## src/rtl/bram_port_arbiter_if.sv

```systemverilog
// Client command/response channels and block RAM port signals for bram_port_arbiter.
// slave = arbiter side, master = clients plus memory instance.
interface bram_port_arbiter_if #(
    parameter int unsigned ADDR_W = 4,
    parameter int unsigned DATA_W = 16
);
    logic              c0_valid;
    logic              c0_ready;
    logic              c0_we;
    logic [ADDR_W-1:0] c0_addr;
    logic [DATA_W-1:0] c0_wdata;
    logic              c0_rsp_valid;
    logic [DATA_W-1:0] c0_rsp_data;

    logic              c1_valid;
    logic              c1_ready;
    logic              c1_we;
    logic [ADDR_W-1:0] c1_addr;
    logic [DATA_W-1:0] c1_wdata;
    logic              c1_rsp_valid;
    logic [DATA_W-1:0] c1_rsp_data;

    logic              mem_wea;
    logic [ADDR_W-1:0] mem_addra;
    logic [DATA_W-1:0] mem_dina;
    logic [ADDR_W-1:0] mem_addrb;
    logic [DATA_W-1:0] mem_doutb;

    modport slave (
        input  c0_valid, c0_we, c0_addr, c0_wdata,
        output c0_ready, c0_rsp_valid, c0_rsp_data,
        input  c1_valid, c1_we, c1_addr, c1_wdata,
        output c1_ready, c1_rsp_valid, c1_rsp_data,
        output mem_wea, mem_addra, mem_dina, mem_addrb,
        input  mem_doutb
    );

    modport master (
        output c0_valid, c0_we, c0_addr, c0_wdata,
        input  c0_ready, c0_rsp_valid, c0_rsp_data,
        output c1_valid, c1_we, c1_addr, c1_wdata,
        input  c1_ready, c1_rsp_valid, c1_rsp_data,
        input  mem_wea, mem_addra, mem_dina, mem_addrb,
        output mem_doutb
    );
endinterface

```

## src/rtl/bram_port_arbiter.sv

```systemverilog
// Shares a simple dual-port block RAM between two clients: round-robin write arbitration on
// port A, round-robin read arbitration on port B, read responses routed back after RD_LAT cycles.
module bram_port_arbiter #(
    parameter int unsigned ADDR_W = 4,
    parameter int unsigned DATA_W = 16,
    parameter int unsigned RD_LAT = 1
) (
    input  logic               clk,
    input  logic               rst,
    bram_port_arbiter_if.slave bus
);
    typedef enum logic {
        CLIENT0 = 1'b0,
        CLIENT1 = 1'b1
    } client_e;

    client_e           wr_prio_q, wr_prio_d;
    client_e           rd_prio_q, rd_prio_d;
    logic [ADDR_W-1:0] addrb_q, addrb_d;
    logic [RD_LAT-1:0] pipe_vld_q, pipe_vld_d;
    logic [RD_LAT-1:0] pipe_id_q, pipe_id_d;

    logic              wr_cand0, wr_cand1, rd_cand0, rd_cand1;
    logic              wr_gnt, rd_win, rd_gnt;
    client_e           wr_sel, rd_sel;
    logic [ADDR_W-1:0] wr_addr, rd_addr;
    logic [DATA_W-1:0] wr_data;

    always_comb begin
        wr_cand0 = !rst && bus.c0_valid && bus.c0_we;
        wr_cand1 = !rst && bus.c1_valid && bus.c1_we;
        rd_cand0 = !rst && bus.c0_valid && !bus.c0_we;
        rd_cand1 = !rst && bus.c1_valid && !bus.c1_we;

        wr_gnt = wr_cand0 || wr_cand1;
        rd_win = rd_cand0 || rd_cand1;
        wr_sel = (wr_cand0 && wr_cand1) ? wr_prio_q : (wr_cand1 ? CLIENT1 : CLIENT0);
        rd_sel = (rd_cand0 && rd_cand1) ? rd_prio_q : (rd_cand1 ? CLIENT1 : CLIENT0);

        wr_addr = (wr_sel == CLIENT1) ? bus.c1_addr  : bus.c0_addr;
        wr_data = (wr_sel == CLIENT1) ? bus.c1_wdata : bus.c0_wdata;
        rd_addr = (rd_sel == CLIENT1) ? bus.c1_addr  : bus.c0_addr;

        // A read colliding with this cycle's write is deferred so it returns the new data.
        rd_gnt = rd_win && !(wr_gnt && (rd_addr == wr_addr));
    end

    always_comb begin
        bus.c0_ready = (wr_gnt && (wr_sel == CLIENT0)) || (rd_gnt && (rd_sel == CLIENT0));
        bus.c1_ready = (wr_gnt && (wr_sel == CLIENT1)) || (rd_gnt && (rd_sel == CLIENT1));

        bus.mem_wea   = wr_gnt;
        bus.mem_addra = wr_gnt ? wr_addr : '0;
        bus.mem_dina  = wr_gnt ? wr_data : '0;
        bus.mem_addrb = rst ? '0 : (rd_gnt ? rd_addr : addrb_q);

        bus.c0_rsp_valid = !rst && pipe_vld_q[RD_LAT-1] && (pipe_id_q[RD_LAT-1] == CLIENT0);
        bus.c1_rsp_valid = !rst && pipe_vld_q[RD_LAT-1] && (pipe_id_q[RD_LAT-1] == CLIENT1);
        bus.c0_rsp_data  = bus.mem_doutb;
        bus.c1_rsp_data  = bus.mem_doutb;
    end

    always_comb begin
        wr_prio_d = wr_gnt ? client_e'(~wr_sel) : wr_prio_q;
        rd_prio_d = rd_gnt ? client_e'(~rd_sel) : rd_prio_q;
        addrb_d   = rd_gnt ? rd_addr : addrb_q;

        pipe_vld_d    = '0;
        pipe_id_d     = '0;
        pipe_vld_d[0] = rd_gnt;
        pipe_id_d[0]  = rd_sel;
        for (int unsigned i = 1; i < RD_LAT; i++) begin
            pipe_vld_d[i] = pipe_vld_q[i-1];
            pipe_id_d[i]  = pipe_id_q[i-1];
        end
    end

    always_ff @(posedge clk) begin
        if (rst) begin
            wr_prio_q  <= CLIENT0;
            rd_prio_q  <= CLIENT0;
            addrb_q    <= '0;
            pipe_vld_q <= '0;
            pipe_id_q  <= '0;
        end else begin
            wr_prio_q  <= wr_prio_d;
            rd_prio_q  <= rd_prio_d;
            addrb_q    <= addrb_d;
            pipe_vld_q <= pipe_vld_d;
            pipe_id_q  <= pipe_id_d;
        end
    end
endmodule
```

## src/flat_wrapper.sv

```systemverilog
// flat-port wrapper written by rule: the top's interface ports become plain ports
module bram_port_arbiter_flat 
#(
    parameter int unsigned ADDR_W = 4,
    parameter int unsigned DATA_W = 16,
    parameter int unsigned RD_LAT = 1
)
  (clk, rst, bus_c0_valid, bus_c0_we, bus_c0_addr, bus_c0_wdata, bus_c0_ready, bus_c0_rsp_valid, bus_c0_rsp_data, bus_c1_valid, bus_c1_we, bus_c1_addr, bus_c1_wdata, bus_c1_ready, bus_c1_rsp_valid, bus_c1_rsp_data, bus_mem_wea, bus_mem_addra, bus_mem_dina, bus_mem_addrb, bus_mem_doutb);
  bram_port_arbiter_if #(.ADDR_W(ADDR_W), .DATA_W(DATA_W)) bus_i ();
  input  logic clk;
  input  logic rst;
  input wire logic [$bits(bus_i.c0_valid)-1:0] bus_c0_valid;
  input wire logic [$bits(bus_i.c0_we)-1:0] bus_c0_we;
  input wire logic [$bits(bus_i.c0_addr)-1:0] bus_c0_addr;
  input wire logic [$bits(bus_i.c0_wdata)-1:0] bus_c0_wdata;
  output wire logic [$bits(bus_i.c0_ready)-1:0] bus_c0_ready;
  output wire logic [$bits(bus_i.c0_rsp_valid)-1:0] bus_c0_rsp_valid;
  output wire logic [$bits(bus_i.c0_rsp_data)-1:0] bus_c0_rsp_data;
  input wire logic [$bits(bus_i.c1_valid)-1:0] bus_c1_valid;
  input wire logic [$bits(bus_i.c1_we)-1:0] bus_c1_we;
  input wire logic [$bits(bus_i.c1_addr)-1:0] bus_c1_addr;
  input wire logic [$bits(bus_i.c1_wdata)-1:0] bus_c1_wdata;
  output wire logic [$bits(bus_i.c1_ready)-1:0] bus_c1_ready;
  output wire logic [$bits(bus_i.c1_rsp_valid)-1:0] bus_c1_rsp_valid;
  output wire logic [$bits(bus_i.c1_rsp_data)-1:0] bus_c1_rsp_data;
  output wire logic [$bits(bus_i.mem_wea)-1:0] bus_mem_wea;
  output wire logic [$bits(bus_i.mem_addra)-1:0] bus_mem_addra;
  output wire logic [$bits(bus_i.mem_dina)-1:0] bus_mem_dina;
  output wire logic [$bits(bus_i.mem_addrb)-1:0] bus_mem_addrb;
  input wire logic [$bits(bus_i.mem_doutb)-1:0] bus_mem_doutb;
  assign bus_i.c0_valid = bus_c0_valid;
  assign bus_i.c0_we = bus_c0_we;
  assign bus_i.c0_addr = bus_c0_addr;
  assign bus_i.c0_wdata = bus_c0_wdata;
  assign bus_c0_ready = bus_i.c0_ready;
  assign bus_c0_rsp_valid = bus_i.c0_rsp_valid;
  assign bus_c0_rsp_data = bus_i.c0_rsp_data;
  assign bus_i.c1_valid = bus_c1_valid;
  assign bus_i.c1_we = bus_c1_we;
  assign bus_i.c1_addr = bus_c1_addr;
  assign bus_i.c1_wdata = bus_c1_wdata;
  assign bus_c1_ready = bus_i.c1_ready;
  assign bus_c1_rsp_valid = bus_i.c1_rsp_valid;
  assign bus_c1_rsp_data = bus_i.c1_rsp_data;
  assign bus_mem_wea = bus_i.mem_wea;
  assign bus_mem_addra = bus_i.mem_addra;
  assign bus_mem_dina = bus_i.mem_dina;
  assign bus_mem_addrb = bus_i.mem_addrb;
  assign bus_i.mem_doutb = bus_mem_doutb;
  bram_port_arbiter #(.ADDR_W(ADDR_W), .DATA_W(DATA_W), .RD_LAT(RD_LAT)) u_core (.clk(clk), .rst(rst), .bus(bus_i));
endmodule
```

## config.mk

```make
export PLATFORM = sky130hd
export DESIGN_NAME = bram_port_arbiter_flat
export DESIGN_NICKNAME = d
export VERILOG_FILES = /design/src/rtl/bram_port_arbiter_if.sv /design/src/rtl/bram_port_arbiter.sv /design/src/flat_wrapper.sv
export SDC_FILE = /design/constraint.sdc
export NUM_CORES = 1
export LEC_CHECK = 0
export ABC_AREA = 1
export BUFFER_PORTS_ARGS = -buffer_cell sky130_fd_sc_hd__buf_2
export CORE_MARGIN = 8
export CORE_UTILIZATION = 38
export DETAILED_ROUTE_END_ITERATION = 12
export PLACE_DENSITY = 0.95
export SETUP_SLACK_MARGIN = 0.15
export SLEW_MARGIN = 0
export SYNTH_ARGS = -nofsm -noshare
export SYNTH_HDL_FRONTEND = slang
export SYNTH_SLANG_ARGS = --single-unit
```

## constraint.sdc

```tcl
create_clock -name clk -period 3.4 [get_ports clk]
set_input_delay 0.68 -clock clk [delete_from_list [all_inputs] [get_ports clk]]
set_output_delay 0.68 -clock clk [all_outputs]
set_load 0.02 [all_outputs]
```

### After elaboration in Yosys (flattened, before gate mapping)

Cells that the tools add are included.
Widths: inputs -> output; s select.

* shift-type cells: 0
* equality and inequality tests: 1
* reduce and logical (&&, ||, !) cells: 25
* $mul: 0
* bitwise gates (word level): 3
* magnitude comparators: 0
* add/sub/neg operators: 0
* mux-type cells: 11
* divide/modulo/power cells: 0

Operators by type and width (count)
* $mux 16: 2
* $mux 4: 5
* $logic_and 1x1->1: 17
* $eq 4x4->1: 1
* $logic_not 1->1: 4
* $logic_or 1x1->1: 4
* $mux 1: 4
* $not 1->1: 3

* latch bits: 0
* flip-flop bits (word level): 8
* ROM bits: 0
* memory bits (writable): 0
* memories kept: 0
* logic and storage cells: 45

### Logic depth before layout (Yosys ltp)

Gate-level depths: netlist of the first run.

* depth after elaboration: 12
* depth in mapped cells: 16
* mapped depth without buffers: 14

### Worst setup path before layout of the first run

OpenSTA, ideal clock, no wires.

* path type: input to output
* start: input port rst
* end: output port bus_mem_addrb[3]
* arrival: 2084 ps
* path buffers: 2
* stages on the path: 15
* data required time: 2720 ps
* path slack: 636 ps
* cells stage by stage: inv_4 > nand2_4 > nor2_8 > nand2_4 > buf_6 > nand2_1 > nand2_1 > nand2_1 > nand2_1 > nor2_1 > nand3_1 > nand2_2 > buf_6 > nor2_1 > nor2_1

* word-level cells in the longest chain between the ends: 12
* elaborated cells between the ends (all ways): 23
* those cells by class: eq/ne (1); mux (8); reduce/logical (14)

RTL lines
* start: declaration: RTL line flat_wrapper.sv:11 `input logic rst;`
* $logic_not 1->1
* $logic_and 1x1->1 (on tied branches) (2 in series)
* $mux 1, or another cell as far along: RTL line bram_port_arbiter.sv:38 `rd_sel = (rd_cand0 && rd_cand1) ? rd_prio_q : (rd_cand1 ? CLIENT1 : CLIENT0);`
* $mux 1 (on tied branches): RTL line bram_port_arbiter.sv:38, bram_port_arbiter.sv:37
* $mux 4 (on tied branches): RTL line bram_port_arbiter.sv:42, bram_port_arbiter.sv:40
* $eq 4x4->1: RTL line bram_port_arbiter.sv:45 `rd_gnt = rd_win && !(wr_gnt && (rd_addr == wr_addr));`
* $logic_and 1x1->1: RTL line bram_port_arbiter.sv:45
* $logic_not 1->1: RTL line bram_port_arbiter.sv:45
* $logic_and 1x1->1: RTL line bram_port_arbiter.sv:45
* $mux 4: RTL line bram_port_arbiter.sv:55 `bus.mem_addrb = rst ? '0 : (rd_gnt ? rd_addr : addrb_q);`
* $mux 4 (*)
* end: declaration: RTL line flat_wrapper.sv:29 `output wire logic [$bits(bus_i.mem_addrb)-1:0] bus_mem_addrb;`

Every way passes the cells marked *; elsewhere a longest branch is shown, timed or not.

### Worst setup path in the final report of the first run

* start: input port rst
* end: output port bus_mem_addrb[0]

The elaborated chain is that of the path after synthesis.

==> reports/qor.csv, run 1 <==
stage,metric,value,unit
critical_path,required,2.72,ns
clock_tree,worstSkewPairLatency,0.26,ns
clock_tree,root_buffer,clkbuf_4,
logic_synthesis,netlist.area_leader.share,0.246,
floorplanning,die_area,5130,um2
critical_path,worst-path-stages,15,
route,vias_per_cell,4.58,
global_routing,grt_max_degree,26,
timing,tightest_slew,0.399,ns
critical_path,startpoint_type,primary input,
floorplanning,core-area,3000,um2
floorplanning,die_x,71.6,um
timing,clock_skew,0.00912,ns
logic_synthesis,synthSimpleGateAreaFrac,0.516,
finish,antennaDiodeCount,0,
finish,area_growth,17.0,%
logic_synthesis,synth_warnings,0,
critical_path,critPathArrivalTime,2.40,ns
critical_path,r2r_slack,1.70,ns
hold_path,hold_depth,4,
power,comb_power_share,0.492,
logic_synthesis,yosysTopAreaCell,nand2_1,
timing,timing.slew.headroom,0.731,
critical_path,timing.rr.start,u_core.wr_prio_q,
clock_tree,cts_buffers,3,
placement,gp_congestion,0.822,
logic_synthesis,synth.distinct_cells,21,
logic_synthesis,syn_avg_cell_area,5.60,um2
logic_synthesis,synthMuxAreaShare,0,
logic_synthesis,syn_area,1180,um2
clock_tree,post_cts_resized,0,
logic_synthesis,synth_fa_ha_area_frac,0,
logic_synthesis,synth_top_family_by_area,simple AND/OR/NAND/NOR gates,
logic_synthesis,yosysSeqAreaShare,0.136,
route,wire_per_inst,12.4,um
critical_path,reg2reg_to,u_core.addrb_q[0],
timing,finalCriticalPeriod,3.08,ns
timing,rsz0062_at_grt,false,
power,p_seq_frac,0.297,
logic_synthesis,synth_area_leaders,"nand2_1 25%, buf_4 20%, dfxtp_1 14%",
critical_path,cp_slowest_stage_delay,0.23,ns
clock_tree,cts_tree,yes,
route,wirelength,3550,um
global_routing,grt_overflow,0,
placement,io_buffers,74,
floorplanning,initial_core_util,0.392,
logic_synthesis,synth_seq_cells,8,
floorplanning,die_h,71.6,um
power,p_leak,0.907,nW
clock_tree,clockBufferDepth,2,
floorplanning,io_pins,123,
timing,final.setup.worst_slack,0.321,ns
critical_path,worstPathCellList,"buf_2, nor2_2, nand3_4, nand2_4, nand2_1, o21ai_1, inv_1, nand2_1, nand2_1, nand3_1, nand2_4, nand2_1, nand2_1, nor2_1, buf_2",
global_routing,first_global_vias,1298,
logic_synthesis,synthXorXnorAreaFrac,0,
timing,setup_tns,0,ns
timing,slew_violations,0,
critical_path,critPathBufInv,3,
route,first_pass_iters,4,
global_routing,grt_pass1_wl,5700,um
finish,layout.area.seq,160,um2
timing,timing.fmax,0.325,GHz
finish,fin_nets,316,
clock_tree,ctsHoldBuffers,0,
clock_tree,cts_sinks,8,
finish,fillCellCount,342,
status,status,completed,
route,drtIter0Drc,72,
finish,post-route-util,0.458,
placement,dp_slack,0.239,ns
finish,multiInputGateArea,671,um2
placement,dpl_cell_area,1330,um2
finish,drive_above_1_share,0.357,
logic_synthesis,synth-compound-area-share,0.0330,
timing,final-setup-viol-count,0,
power,sw_frac_of_total,0.413,
critical_path,r2r_cells,13,
floorplanning,rows,20,
logic_synthesis,synthCells,210,
flow_run,cap_violations,0,
critical_path,end_kind,output port,
hold_path,hp-class,reg2reg,
critical_path,crit_type,in2out,
global_routing,grt.total_usage,0.131,
route,antenna_left,0,
finish,final_cell_area,1380,um2
critical_path,critPathTopFamily,simple AND/OR/NAND/NOR gates,
critical_path,crit_start,rst,
critical_path,crit_top_cell,nand2_1,
power,power.internal,0.203,mW
placement,dp_hpwl,2900,um
timing,hold_viol_final,0,
timing,min_period_over_period,0.906,
critical_path,crit_fanout,13,
power,clockPowerShare,0.212,
power,p_switching,0.143,mW
clock_tree,cts.htree.levels,1,
clock_tree,post_cts_buffers,0,
critical_path,cpMaxStageDelayCell,nor2_2,
power,peakVddDrop,102,uV
route,drcViolationCount,0,
critical_path,cp-endpoint,bus_mem_addrb[0],
route,num_vias,1304,
logic_synthesis,syn-num-nets,272,
global_routing,antenna_found_initial,0,
power,p_per_area,251,nW/um2
clock_tree,path_clk_slew,0.06,ns
## cell usage in the layout (no fill, tap or decap), types with 2 or more instances in the layout
cell type,instances
nand2_1,77
buf_2,74
nand3_1,26
inv_1,23
nor2_1,21
dfxtp_1,8
nand2_4,3
clkbuf_4,3
o21ai_1,2
o21ai_0,2
buf_4,2
## cells in the mapped netlist, drive strengths merged
master and count:
a211oi 1, buf 34, clkbuf 3, clkinv 1, dfxtp 8, inv 24, nand2 81, nand3 27
nand4 1, nor2 24, o21ai 5, o22ai 1
## metal layers
metal  share of wire  global-route usage  wire length, um
met1            0.39               0.144             1380
met2            0.52               0.234             1830
met3           0.084              0.0363              299
met4           0.011              0.0431               39
met5               0                   0                0
## kinds of logic (layout without fill, tap and decap cells)
logic type,Yosys count,in the layout
DFF,8,8
buffers and inverters,62,104
AOI/OAI and AO/OA,7,7
and+or+nand+nor,133,133
## stage by stage
stage / hold WS (ns) / instances / total power [mW]
floorplan: 0.488 / 210 / 0.263
global placement: 0.501 / 282 / 0.267
detailed placement: 0.501 / 282 / 0.271
CTS: 0.512 / 285 / 0.344
global route: 0.554 / 285 / 0.370
finish: 0.513 / 285 / 0.346
## registers in the layout (all words and copies together), names as in the netlist
signal and cells:
u_core.addrb_q 4, u_core.pipe_vld_q 1, u_core.pipe_id_q 1, u_core.wr_prio_q 1, u_core.rd_prio_q 1
## layout make-up
class                   count  area share
multi-input cells         140       0.487
repair buffers             76       0.280
flip-flops and latches      8       0.116
inverters                  25      0.0700
well taps                  33      0.0300
clock buffers               3      0.0164
## worst min-delay path by stage
stage                                   end         startpoint  slack (ns)
after detailed placement  u_core.addrb_q[3]  u_core.addrb_q[3]        0.50
after global routing      u_core.addrb_q[3]  u_core.addrb_q[3]        0.55
final                     u_core.addrb_q[3]  u_core.addrb_q[3]        0.51
after floorplan            u_core.wr_prio_q   u_core.wr_prio_q        0.49
after CTS                 u_core.addrb_q[3]  u_core.addrb_q[3]        0.51
after global placement    u_core.addrb_q[3]  u_core.addrb_q[3]        0.50
## tightest hold or removal path, cell delays in order, from the launching register on
cell     delay, ns
dfxtp_1       0.30
inv_1         0.04
nand2_1       0.04
nand2_1       0.05
nor2_1        0.04
## power groups by stage
stage	clock, mW	combinational, mW	sequential [mW]
6_report	0.0732	0.170	0.103
5_1_grt	0.0776	0.189	0.103
4_1_cts	0.0741	0.167	0.103
3_5_place_dp	0	0.167	0.105
3_3_place_gp	0	0.163	0.104
2_1_floorplan	0	0.159	0.104
Note: power is estimated with default switching activity, not from simulation.
==> inputs of run 2 (changes only) <==
--- a/config.mk
+++ b/config.mk
@@ -9,6 +9,7 @@
 export BUFFER_PORTS_ARGS = -buffer_cell sky130_fd_sc_hd__buf_2
 export CORE_MARGIN = 8
 export CORE_UTILIZATION = 38
+export CTS_CLUSTER_DIAMETER = 30
 export DETAILED_ROUTE_END_ITERATION = 12
 export PLACE_DENSITY = 0.95
 export SETUP_SLACK_MARGIN = 0.15
==> constraint.sdc (replaced) <==
create_clock -name clk -period 3.4 [get_ports clk]
set_input_delay 0.34 -clock clk [delete_from_list [all_inputs] [get_ports clk]]
set_output_delay 0.34 -clock clk [all_outputs]
set_load 0.02 [all_outputs]
==> run 2 against run 1 <==
Via count shrank 0.15%. Flip-flop and latch count is the same. Register-to-register slack lost 0.06 ns. Total power shrank 1.6%. Maximum frequency grew 25%. Sequential share of layout area grew 0.28 points. Largest power group unchanged. Worst hold slack lost 0.18 ns. Setup slack gained 0.61 ns. Count of clock-buffer cells in the layout is the same.
==> reports/qor.csv, run 2 (synthesized netlist as in run 1, its figures left out) <==
stage,metric,value,unit,change
status,status,completed,,
global_routing,first_global_vias,1306,,+0.62%
finish,antennaDiodeCount,0,,unchanged
power,comb_power_share,0.488,,-0.004
clock_tree,ctsHoldBuffers,0,,unchanged
route,first_pass_iters,4,,unchanged
clock_tree,path_clk_slew,0.05,ns,about the same
floorplanning,die_area,5130,um2,unchanged
power,p_switching,0.139,mW,-2.6%
critical_path,critPathTopFamily,simple AND/OR/NAND/NOR gates,,
critical_path,startpoint_type,flip-flop,,
floorplanning,initial_core_util,0.392,,unchanged
power,peakVddDrop,85.9,uV,-16%
route,drcViolationCount,0,,unchanged
global_routing,grt_max_degree,26,,unchanged
timing,final-setup-viol-count,0,,unchanged
flow_run,cap_violations,0,,unchanged
power,power.internal,0.201,mW,-0.98%
timing,final.setup.worst_slack,0.934,ns,+0.613 ns
timing,min_period_over_period,0.725,,-0.180
clock_tree,cts_sinks,8,,unchanged
timing,tightest_slew,0.511,ns,+0.112 ns
timing,setup_tns,0,ns,unchanged
power,clockPowerShare,0.211,,about the same
route,wirelength,3480,um,-1.8%
critical_path,cpMaxStageDelayCell,dfxtp_1,,
floorplanning,io_pins,123,,unchanged
clock_tree,clockBufferDepth,2,,unchanged
timing,clock_skew,0.00314,ns,-0.00598 ns
global_routing,grt_pass1_wl,5600,um,-1.7%
hold_path,hp-class,in2reg,,
finish,largest_reg_flops,4,,unchanged
clock_tree,cts_tree,yes,,
timing,rsz0062_at_grt,false,,
floorplanning,core-area,3000,um2,unchanged
critical_path,end_kind,output port,,
timing,timing.slew.headroom,0.657,,-0.0740
clock_tree,post_cts_resized,0,,unchanged
finish,drive_above_1_share,0.351,,-0.00655
finish,fin_nets,315,,-0.32%
placement,dp_hpwl,2860,um,-1.5%
timing,slew_violations,0,,unchanged
clock_tree,post_cts_buffers,0,,unchanged
critical_path,crit_type,reg2out,,
critical_path,critPathArrivalTime,2.13,ns,-0.27 ns
route,antenna_left,0,,unchanged
placement,dp_slack,0.943,ns,+0.704 ns
timing,hold_viol_final,0,,unchanged
route,num_vias,1302,,-0.15%
critical_path,cp_slowest_stage_delay,0.29,ns,+0.06 ns
power,sw_frac_of_total,0.409,,-0.00389
timing,timing.fmax,0.406,GHz,+25%
route,wire_per_inst,12.3,um,-1.4%
global_routing,grt.total_usage,0.131,,unchanged
placement,io_buffers,74,,unchanged
finish,mostFrequentLayoutCells,"77 x nand2_1, 74 x buf_2, 26 x nand3_1, 23 x inv_1, 21 x nor2_1",,
power,p_per_area,253,nW/um2,+0.75%
critical_path,critPathBufInv,3,,unchanged
finish,layout_commonest_cell,nand2_1,,
clock_tree,root_buffer,clkbuf_4,,
clock_tree,cts.htree.levels,1,,unchanged
floorplanning,die_x,71.6,um,unchanged
timing,finalCriticalPeriod,2.47,ns,-0.613 ns
critical_path,worstPathCellList,"inv_1, nand4_4, nand2_4, nand2_1, o21ai_1, inv_1, nand2_1, nand2_1, nand3_1, nand2_2, nand2_1, nand2_1, nor2_1, buf_2",,
placement,gp_congestion,0.847,,+3.1%
floorplanning,die_h,71.6,um,unchanged
route,vias_per_cell,4.58,,+0.20%
floorplanning,rows,20,,unchanged
critical_path,required,3.06,ns,+0.34 ns
global_routing,grt_overflow,0,,unchanged
critical_path,crit_top_cell,nand2_1,,
global_routing,antenna_found_initial,0,,unchanged
finish,max_flop_register,u_core.addrb_q,,
clock_tree,cts_buffers,3,,unchanged
finish,area_growth,14.3,%,
route,drtIter0Drc,62,,-14%
power,p_seq_frac,0.301,,+0.004
critical_path,crit_fanout,25,,+12
clock_tree,worstSkewPairLatency,0.25,ns,about the same
power,p_leak,0.899,nW,-0.92%
-- run 2: changes by cell type in the layout (fill, tap and decap cells not counted), sizes merged --
cell	previous run	this run
buf	76	75
-- run 2: layout make-up --
type / count / area (um2)
multi-input combinational: 140 / 646
inverter: 25 / 96.3
timing repair buffer: 75 / 378
clock buffer: 3 / 22.5
sequential: 8 / 160
tap: 33 / 41.3
fill: 324 / 1660
-- run 2: final timing paths --
check | from | to | slack [ns] | cells after the start
min reg2reg | u_core.addrb_q[3] | u_core.addrb_q[3] | 0.51 | 4
max | u_core.wr_prio_q | bus_mem_addrb[2] | 0.93 | 14
min | rst | u_core.wr_prio_q | 0.33 | 2
max reg2reg | u_core.wr_prio_q | u_core.addrb_q[1] | 1.64 | 12
-- run 2: per-stage QoR --
stage / cell area (um2) / total power, mW / instances / hold slack [ns] / utilization
3_5_place_dp: 1320 / 0.270 / 281 / 0.500 / 0.440
4_1_cts: 1340 / 0.344 / 284 / 0.322 / 0.448
6_report: 1340 / 0.340 / 284 / 0.333 / 0.448
2_1_floorplan: 1180 / 0.263 / 210 / 0.418 / -
5_1_grt: 1340 / 0.371 / 284 / 0.329 / 0.448
3_3_place_gp: 1320 / 0.266 / 281 / 0.500 / 0.440
-- run 2: power by group through the flow --
stage / clock network (mW) / registers (mW) / logic, mW
2_1_floorplan: 0 / 0.104 / 0.159
3_3_place_gp: 0 / 0.104 / 0.162
3_5_place_dp: 0 / 0.104 / 0.166
4_1_cts: 0.0753 / 0.102 / 0.167
5_1_grt: 0.0832 / 0.103 / 0.185
6_report: 0.0719 / 0.103 / 0.166
-- run 2: metal layers --
layer | GRT usage | vias to the layer above | share of wire
met2 | 0.229 | 42 | 0.51
met4 | 0.0544 | 0 | 0.011
met1 | 0.137 | 559 | 0.39
met3 | 0.0488 | 10 | 0.088
met5 | 0 | - | 0
li1 | - | 691 | -
==> inputs of run 3 (changes only) <==
--- a/config.mk
+++ b/config.mk
@@ -8,10 +8,10 @@
 export ABC_AREA = 1
 export BUFFER_PORTS_ARGS = -buffer_cell sky130_fd_sc_hd__buf_2
 export CORE_MARGIN = 8
-export CORE_UTILIZATION = 38
+export CORE_UTILIZATION = 35
 export CTS_CLUSTER_DIAMETER = 30
 export DETAILED_ROUTE_END_ITERATION = 12
-export PLACE_DENSITY = 0.95
+export PLACE_DENSITY = 0.9
 export SETUP_SLACK_MARGIN = 0.15
 export SLEW_MARGIN = 0
 export SYNTH_ARGS = -nofsm -noshare
==> constraint.sdc (replaced) <==
create_clock -name clk -period 2.4 [get_ports clk]
set_input_delay 0.24 -clock clk [delete_from_list [all_inputs] [get_ports clk]]
set_output_delay 0.24 -clock clk [all_outputs]
set_load 0.02 [all_outputs]
==> run 3 against run 2 <==
Combinational power grew 64%. Non-clock buffer count grew 16. Flip-flop and latch count unchanged. Largest power group unchanged.
==> reports/qor.csv, run 3 (synthesized netlist as in run 1, its figures left out) <==
stage,metric,value,unit,change
clock_tree,path_clk_slew,0.05,ns,about the same
finish,layout_commonest_cell,nand2_1,,
finish,mostFrequentLayoutCells,"76 x nand2_1, 70 x buf_2, 25 x nand3_1, 21 x inv_1",,
timing,timing.fmax,0.460,GHz,
critical_path,crit_fanout,8,,-68%
power,total_power,0.521,mW,+53%
finish,max_flop_register,u_core.addrb_q,,
critical_path,cpMaxStageDelayCell,nor2_4,,
critical_path,crit_top_cell,nand2_1,,
timing,slew_violations,0,,unchanged
route,drtIter0Drc,47,,-24%
flow_run,cap_violations,0,,unchanged
status,status,completed,,
placement,dp_hpwl,2990,um,+4.7%
global_routing,antenna_found_initial,0,,unchanged
placement,dp.cells,296,,+5.3%
route,wl_met1,1480,um,+8.8%
clock_tree,root_buffer,clkbuf_4,,
critical_path,crit_type,in2out,,
route,drcViolationCount,0,,unchanged
placement,io_buffers,74,,unchanged
clock_tree,cts_tree,yes,,
clock_tree,worstSkewPairLatency,0.25,ns,about the same
route,vias_per_cell,4.70,,+2.6%
finish,final_cell_area,1550,um2,+15%
timing,finalCriticalPeriod,2.17,ns,
global_routing,grt_max_degree,19,,-27%
critical_path,required,2.16,ns,-0.90 ns
route,wl_met2,1950,um,+9.7%
global_routing,grt.total_usage,0.125,,-0.00601
route,num_vias,1481,,+14%
global_routing,grt_pass1_wl,5510,um,-1.6%
global_routing,first_global_vias,1278,,-2.1%
floorplanning,rows,21,,+5.0%
timing,hold_viol_final,0,,unchanged
timing,final-setup-viol-count,0,,unchanged
route,routed.top_layer,met4,,
finish,layout.area.seq,160,um2,unchanged
finish,largest_reg_flops,4,,unchanged
finish,antennaDiodeCount,0,,unchanged
finish,fillCellCount,355,,+9.6%
finish,area_growth,31.9,%,
floorplanning,die_h,74.0,um,+3.3%
floorplanning,die_area,5470,um2,+6.6%
power,p_per_area,336,nW/um2,+32%
floorplanning,initial_core_util,0.358,,-0.0336
route,first_pass_iters,4,,unchanged
timing,tightest_slew,0.532,ns,+0.0204 ns
timing,timing.slew.headroom,0.642,,-0.0152
timing,fin_hold_ws,0.249,ns,-0.0836 ns
critical_path,critPathBufInv,4,,+1
finish,fin_nets,333,,+5.7%
timing,clock_skew,0.00279,ns,-0.000347 ns
critical_path,critPathTopFamily,simple AND/OR/NAND/NOR gates,,
timing,min_period_over_period,0.906,,
floorplanning,io_pins,123,,unchanged
route,wirelength,3990,um,+15%
route,wire_per_inst,12.7,um,+3.2%
placement,dpl_cell_area,1350,um2,+2.4%
critical_path,critPathArrivalTime,1.93,ns,-0.20 ns
finish,drive_above_1_share,0.428,,+0.0769
floorplanning,core-area,3280,um2,+9.4%
power,peakVddDrop,134,uV,+56%
critical_path,end_kind,output port,,
placement,gp_congestion,0.972,,+15%
clock_tree,cts_sinks,8,,unchanged
route,route.met3.wl,467,um,+53%
global_routing,grt_overflow,0,,unchanged
critical_path,cp_slowest_stage_delay,0.20,ns,-0.09 ns
finish,final_cells,315,,+11%
clock_tree,cts.htree.levels,1,,unchanged
critical_path,startpoint_type,primary input,,
power,p_leak,0.977,nW,+8.7%
finish,multiInputGateArea,693,um2,+7.4%
hold_path,hp-class,in2reg,,
route,antenna_left,0,,unchanged
floorplanning,die_x,74.0,um,+3.3%
timing,setup_tns,0,ns,unchanged
timing,rsz0062_at_grt,false,,
critical_path,worstPathCellList,"buf_2, clkinv_4, nand2_4, nor2_4, nand2_4, buf_4, nand2_1, nand2_1, nand2_1, nand2_1, nor2_1, nand3_2, nand2_2, nand2_1, nand2_1, nor2_1, buf_4",,
clock_tree,clockBufferDepth,2,,unchanged
clock_tree,cts_buffers,3,,unchanged
==> run 3: repair_timing <==
item,in CTS,in global routing
pin swaps,1,9
cloned,0,2
gates resized for setup,2,17
buffers inserted,4,10
endpoints found under the setup margin,4,6
hold buffers,0,0
==> run 3: final timing paths <==
kind                                        start           endpoint  slack (ns)  depth (start not counted)
worst max-delay path                          rst   bus_mem_addrb[3]        0.23                         17
worst min register to register  u_core.addrb_q[0]  u_core.addrb_q[0]        0.52                          4
worst max register to register   u_core.wr_prio_q   u_core.rd_prio_q        0.74                         13
worst min-delay path                          rst   u_core.wr_prio_q        0.25                          2
==> run 3: routing by layer <==
metal / up-vias / global-route usage
li1: 731 / -
met1: 648 / 0.146
met2: 88 / 0.188
met3: 14 / 0.0539
met4: 0 / 0.0665
met5: - / 0
==> run 3: through the flow <==
stage          worst slack (ns)  utilization
6_report                  0.226        0.472
5_1_grt                   0.124        0.472
4_1_cts                   0.179        0.430
3_5_place_dp              0.208        0.412
3_3_place_gp              0.269        0.412
2_1_floorplan             0.516            -
==> run 3: area by class of cell <==
cell class	count	area share
Tap cell	46	0.0371
Clock buffer	3	0.0145
Inverter	25	0.0637
Sequential cell	8	0.103
Timing Repair Buffer	91	0.335
Multi-Input combinational cell	142	0.447
==> run 3: where the power goes <==
part	internal [mW]	switching [mW]
Combinational	0.108	0.166
Clock	0.0571	0.0443
Sequential	0.143	0.00295
Total	0.308	0.213
